**src/rtl/iter_ctrl_pkg.sv**
```systemverilog
// Shared types and defaults for the iterative datapath controller.
package iter_ctrl_pkg;

  localparam int CNT_W_DEFAULT = 4;

  typedef enum logic [1:0] {
    IDLE = 2'b00,
    LOAD = 2'b01,
    CALC = 2'b10,
    DONE = 2'b11
  } state_t;

endpackage

```
**src/rtl/iter_counter.sv**
```systemverilog
// Iteration counter: latches the job's iteration count, steps the 0-based index
// and flags when the index reaches the final iteration.
module iter_counter #(
  parameter int CNT_W = 4
) (
  input  logic             clock,
  input  logic             reset,
  input  logic             latch_en,
  input  logic [CNT_W-1:0] n_in,
  input  logic             clear,
  input  logic             enable,
  output logic [CNT_W-1:0] iter_idx,
  output logic [CNT_W-1:0] n_lat,
  output logic             tc
);

  always_ff @(posedge clock) begin
    if (!reset) begin
      iter_idx <= '0;
      n_lat    <= '0;
    end else begin
      if (latch_en) n_lat <= n_in;
      if (clear)       iter_idx <= '0;
      else if (enable) iter_idx <= iter_idx + CNT_W'(1);
    end
  end

  // Only meaningful while iterating; n_lat is nonzero whenever CALC is entered.
  assign tc = (iter_idx == n_lat - CNT_W'(1));

endmodule

```
**src/rtl/iter_ctrl.sv**
```systemverilog
// Job controller for multi-cycle iterative datapaths: accept, load, N calc
// iterations, then hold the result until consumed. Optional abort input is
// enabled by defining ITER_CTRL_ABORT_EN.
module iter_ctrl
  import iter_ctrl_pkg::*;
#(
  parameter int CNT_W = CNT_W_DEFAULT
) (
  input  logic             clock,
  input  logic             reset,
  // Handshakes: a transfer happens on an edge where valid and ready are both 1;
  // valid must not depend on ready, and the offered job/result is held until then.
  input  logic             input_valid,
  output logic             input_ready,
  input  logic [CNT_W-1:0] n_iter,
  output logic             load,
  output logic             clr_res,
  output logic             load_res,
  output logic             cnt_en,
  output logic [CNT_W-1:0] iter_idx,
  output logic             last,
  output logic             busy,
  output logic             output_valid,
  input  logic             output_ready,
`ifdef ITER_CTRL_ABORT_EN
  input  logic             abort,
`endif
  output state_t           dbg_state
);

  state_t           state_q, state_d;
  logic             abort_i;
  logic             accept;
  logic             tc;
  logic [CNT_W-1:0] n_lat;

`ifdef ITER_CTRL_ABORT_EN
  assign abort_i = abort;
`else
  assign abort_i = 1'b0;
`endif

  assign input_ready = reset && (state_q == IDLE) && !abort_i;
  assign accept      = input_valid && input_ready;
  assign dbg_state   = state_q;

  iter_counter #(.CNT_W(CNT_W)) u_counter (
    .clock    (clock),
    .reset    (reset),
    .latch_en (accept),
    .n_in     (n_iter),
    .clear    (state_q == LOAD),
    .enable   ((state_q == CALC) && !tc),
    .iter_idx (iter_idx),
    .n_lat    (n_lat),
    .tc       (tc)
  );

  always_ff @(posedge clock) begin
    if (!reset) state_q <= IDLE;
    else        state_q <= state_d;
  end

  always_comb begin
    state_d      = IDLE;
    load         = 1'b0;
    clr_res      = 1'b0;
    load_res     = 1'b0;
    last         = 1'b0;
    busy         = 1'b0;
    output_valid = 1'b0;
    unique case (state_q)
      IDLE: begin
        clr_res = 1'b1;
        state_d = accept ? LOAD : IDLE;
      end
      LOAD: begin
        load = 1'b1;
        busy = 1'b1;
        if (abort_i)             state_d = IDLE;
        else if (n_lat == '0)    state_d = DONE;
        else                     state_d = CALC;
      end
      CALC: begin
        load_res = 1'b1;
        busy     = 1'b1;
        last     = tc;
        if (abort_i)   state_d = IDLE;
        else if (tc)   state_d = DONE;
        else           state_d = CALC;
      end
      DONE: begin
        output_valid = 1'b1;
        busy         = 1'b1;
        state_d      = (abort_i || output_ready) ? IDLE : DONE;
      end
      default: state_d = IDLE;
    endcase
  end

  assign cnt_en = load_res;

endmodule
```
**config.mk**
```make
export PLATFORM = sky130hd
export DESIGN_NAME = iter_ctrl
export DESIGN_NICKNAME = d
export VERILOG_FILES = /design/src/rtl/iter_ctrl_pkg.sv /design/src/rtl/iter_counter.sv /design/src/rtl/iter_ctrl.sv
export SDC_FILE = /design/constraint.sdc
export NUM_CORES = 1
export LEC_CHECK = 0
export CAP_MARGIN = 40
export CORE_ASPECT_RATIO = 1.4
export CORE_MARGIN = 3
export CORE_UTILIZATION = 35
export CTS_BUF_LIST = sky130_fd_sc_hd__clkbuf_8
export DETAILED_ROUTE_END_ITERATION = 12
export PLACE_DENSITY = 0.72
export SYNTH_ARGS = -nofsm -noshare
export SYNTH_HDL_FRONTEND = slang
export SYNTH_SLANG_ARGS = --single-unit
export TNS_END_PERCENT = 1
```
**constraint.sdc**
```tcl
create_clock -name clock -period 2.2 [get_ports clock]
set_input_delay 0.44 -clock clock [delete_from_list [all_inputs] [get_ports clock]]
set_output_delay 0.44 -clock clock [all_outputs]
set_load 0.01 [all_outputs]
```
# Word level (Yosys, flattened, before mapping)
# Index checks and enable logic that the tools add are counted.
# classes
reduce_logical,8
div,0
bitwise,1
mux,11
n_mul,0
order_cmp,0
add_sub_neg,2
shift,0
n_eq_ne,4
# ops
op,n
$mux W1,9
$pmux W2 S4,1
$add A4 B1 Y4 const B,1
$eq A2 B2 Y1 const B,2
$eq A4 B4 Y1,1
$logic_not A4 Y1,1
$sub A4 B1 Y4 const B,1
$logic_and A1 B1 Y1,3
$reduce_or A3 Y1,1
$eq A2 B1 Y1 const B,1
$logic_not A2 Y1,1
$mux W2,1
$reduce_or A2 Y1,1
$logic_not A1 Y1,1
$not A1 Y1,1
# totals
latchBits,0
inputBits,8
wordCells,29
mem_bits_ro,0
n_memories,0
output_inout_bits,14
ram_bits,0
ff_bits,10

# Depth between registers and ports, before layout
# depth
word_depth,5
mapped_depth,6
mapped_depth_nobuf,6

# Cells and area by module
# From an unflattened synthesis, not the netlist that was laid out.
# hier_totals
hier_cells,61
hier_area_um2,558.0
# by_module_without_submodules
module,area_each_um2,cells_each,n_inst,seq_area_each_um2
iter_counter,404.1,40,1,160.2
iter_ctrl,153.9,21,1,40.0

# Worst setup path after synthesis
# Ideal clock, no wire load.
# synth_timing
kind,reg-to-output
from,register u_counter.n_lat[0]
to,output last
arrival_ps,1622
t_required_ps,1760
stages_incl_launch_ff,6
setup_slack_ps,138
path_cell_list,dfxtp_1 -> inv_1 -> ha_1 -> xnor2_1 -> or2_1 -> nor4_1
# synth_via
elab_chain_cells,3
# synth_rtl
element,line,rtl
"start, declared",iter_counter.sv:13,"output logic [CNT_W-1:0] n_lat,"
"start signal, assigned",iter_counter.sv:22,if (latch_en) n_lat <= n_in;
$sub A4 B1 Y4,iter_counter.sv:29,assign tc = (iter_idx == n_lat - CNT_W'(1));
$eq A4 B4 Y1,iter_counter.sv:29,
$mux W1,iter_ctrl.sv:72,unique case (state_q)
"end, declared",iter_ctrl.sv:21,"output logic last,"
# Every way passes these cells.

# Final worst setup path
# layout_timing
from,register u_counter.n_lat[1]
to,output last
# The elaborated chain is that of the path after synthesis.

==> results.toml <==
[floorplanning]
die_w_um = 44.1
fp.dieH_um = 59.4
start_util = 0.386
dieArea_um2 = 2620
core_um2 = 1850
io_pins = 22
num_rows = 18

[timing]
drv_slew = 0
report.final.hold_viol_count = 0
max_clock_freq_mhz = 462
worstMarginPinSlew_ns = 0.509
finalSetupViolCount = 0
finalCritPeriodShare = 0.984
fin_crit_ns = 2.16
rsz0062_at_grt = "true"
worst_hold_slack_ns = 0.513
skew_ns = 0.00225
finalWorstSetupSlack_ns = 0.0360
slew_headroom = 0.658

[clocking]
cts_tree = "done"
insertion_delay_ns = 0.24
htreeDepth = 1
cts_buffers = 3
cts_hold_buffers = 0
cts_root_buffer = "clkbuf_8"
clk_pin_slew_ns = 0.05
clkSinkCount = 10
clk_path_buf_depth = 2

[pwr]
p_leak_nw = 0.504
combPwrFrac = 0.386
seq_power_share = 0.291
internal_power_w = 0.000501
clockPowerShare = 0.323
ir_drop_v = 0.000424
powerDensity_nw_per_um2 = 630
p_switching_w = 0.000227
swShare = 0.311
power_w = 0.000728

[detailed_routing]
final_antenna_net_count = 0
avgRoutedWirePerCell_um = 13.7
highest_layer = "met4"
drt-total-wl_mm = 2.00
vias = 815
wl_met3_um = 194
drtIter0Drc = 28
drc = 0
firstDrtPassIters = 4
wl_met1_um = 732
route.met2.wl_mm = 1.01
via_per_inst = 5.58

[final_layout]
nets = 138
diodes = 0
area_growth_pct = 62.4
multi_input_area_um2 = 518
drive_above_1_share = 0.286
finalNonFillerCells = 146
seqCellArea_um2 = 204
fillers = 172
final_common_cell = "clkdlybuf4s50_1"
final_cell_mix = "clkdlybuf4s50_1 (19), buf_4 (16), nand3_1 (8), dfxtp_1 (7)"

[synthesis]
synth.top_cell.area_share = 0.281
syn_nets = 98
yosysSeqAreaShare = 0.281
synthArstFlopShare = 0
synth-main-ff-cell = "dfxtp_1"
synthTopCellsByArea = "dfxtp_1 (28%), xnor2_1 (6.2%), nand3_1 (5.6%), ha_1 (5.3%), a21oi_1 (4.2%)"
ys_warn_count = 0
synth_edf_count = 0
synth_top_area_cell = "dfxtp_1"
syn_area_um2 = 712
syn_avg_cell_area_um2 = 8.18
ys_ff_latch = 10
syn_inst = 87
synth_cell_types = 37

[setup_path]
crit_path_cell_trace = "inv_2, ha_4, xnor2_2, or2_4, nor4_4, buf_2"
reg2reg_to = "u_counter.iter_idx[0]$_SDFFE_PP0P_"
crit_path_end_kind = "output pin"
crit_fanout = 2
critPathArrivalTime_ns = 1.72
cp_num_buf_inv = 2
slowest_stage = "dfxtp_2"
timing.critical_path.to = "last"
cp-start-kind = "flop"
cp.depth = 6
path_class = "flop to output pin"
r2r_start = "u_counter.n_lat[1]$_SDFFE_PN0P_"
regToRegSetupSlack_ns = 0.37
slowest_delay_ns = 0.33
cp-startpoint = "u_counter.n_lat[1]$_SDFFE_PN0P_"
cp.required_ns = 1.76
reg2reg_depth = 7
critPathTopFamily = "simple AND/OR/NAND/NOR gates"

[place]
io_buffers = 21
dp.cells = 141
dp_slack_ns = -0.290
gp_congestion = 0.844
place_hpwl_mm = 1.50

[grt]
grt_pass1_vias = 792
grt_overflow = 0
grt_antenna_before_repair = 0
grt.total_usage = 0.175
grt_max_degree = 9
grt_first_pass_wirelength_mm = 3.41

[worst_hold_path]
holdCritPathClass = "flop to flop"

[flow_run]
max_cap_viol_count = 0

[run_status]
run_status = "finished clean"
## worst min path at each step
stage                                    start  cells past startpoint                               to  slack, ns
2_1_floorplan  u_counter.n_lat[1]$_SDFFE_PN0P_                      2  u_counter.n_lat[1]$_SDFFE_PN0P_       0.46
3_3_place_gp   u_counter.n_lat[3]$_SDFFE_PN0P_                      2  u_counter.n_lat[3]$_SDFFE_PN0P_       0.49
3_5_place_dp   u_counter.n_lat[3]$_SDFFE_PN0P_                      2  u_counter.n_lat[3]$_SDFFE_PN0P_       0.50
4_1_cts        u_counter.n_lat[3]$_SDFFE_PN0P_                      2  u_counter.n_lat[3]$_SDFFE_PN0P_       0.50
5_1_grt        u_counter.n_lat[3]$_SDFFE_PN0P_                      2  u_counter.n_lat[3]$_SDFFE_PN0P_       0.55
6_report       u_counter.n_lat[3]$_SDFFE_PN0P_                      2  u_counter.n_lat[3]$_SDFFE_PN0P_       0.51
## cell type report
cell class / count / area share
Sequential cell: 10 / 0.176
Clock buffer: 4 / 0.0476
Tap cell: 20 / 0.0216
Timing Repair Buffer: 37 / 0.284
Multi-Input combinational cell: 68 / 0.448
Inverter: 7 / 0.0227
## Yosys cell counts, types with 2 or more instances
master	count
xnor2_1	5
dfxtp_1	10
nand2_1	6
o2111ai_1	2
a211o_1	2
nor2_1	6
o21ai_0	3
or4_1	3
nor2b_1	2
inv_1	6
ha_1	3
and3_1	2
nand3_1	8
a21oi_1	6
## tightest hold or removal path, stage by stage (launching register included)
cell	delay, ns
dfxtp_1	0.34
nand2_1	0.07
a21oi_1	0.06
## metal layers
layer,vias up,track usage
met3,7,0.0456
met5,-,0
met1,363,0.191
met4,0,0.108
met2,49,0.294
li1,396,-
## per-stage QoR
step | cell area (um^2) | util | setup TNS, ns
floorplan | 712 | - | 0
global placement | 1050 | 0.567 | -0.229
detailed placement | 1050 | 0.567 | -0.290
CTS | 1110 | 0.602 | 0
global route | 1160 | 0.626 | -0.0704
finish | 1160 | 0.626 | 0
## power groups by stage
stage          Clock, W  Sequential, W  Combinational [W]
6_report       0.000235       0.000212           0.000281
5_1_grt        0.000251       0.000214           0.000310
4_1_cts        0.000240       0.000210           0.000264
3_5_place_dp          0       0.000214           0.000256
3_3_place_gp          0       0.000213           0.000253
2_1_floorplan         0       0.000224           0.000119
## sequential cells by signal, indices dropped and copies added, names as in the netlist
name	count
dbg_state	2
u_counter.iter_idx	4
u_counter.n_lat	4
## logic make-up (layout without fill, tap and decap cells)
logic type	Yosys count	in the layout	share of synthesized area
flops	10	10	0.281
fa+ha+maj	3	3	0.0527
compound gates	19	19	0.172
buf+inv	9	48	0.0545
xor+xnor	8	8	0.130
simple gates	38	38	0.309
## what timing repair did
item                                    CTS  global route
cloned                                    0             0
endpoints found under the setup margin    1             2
buffers inserted                          0             1
pin swaps                                 1             3
gates resized for setup                   6            10
Note: power is estimated with default switching activity, not from simulation.
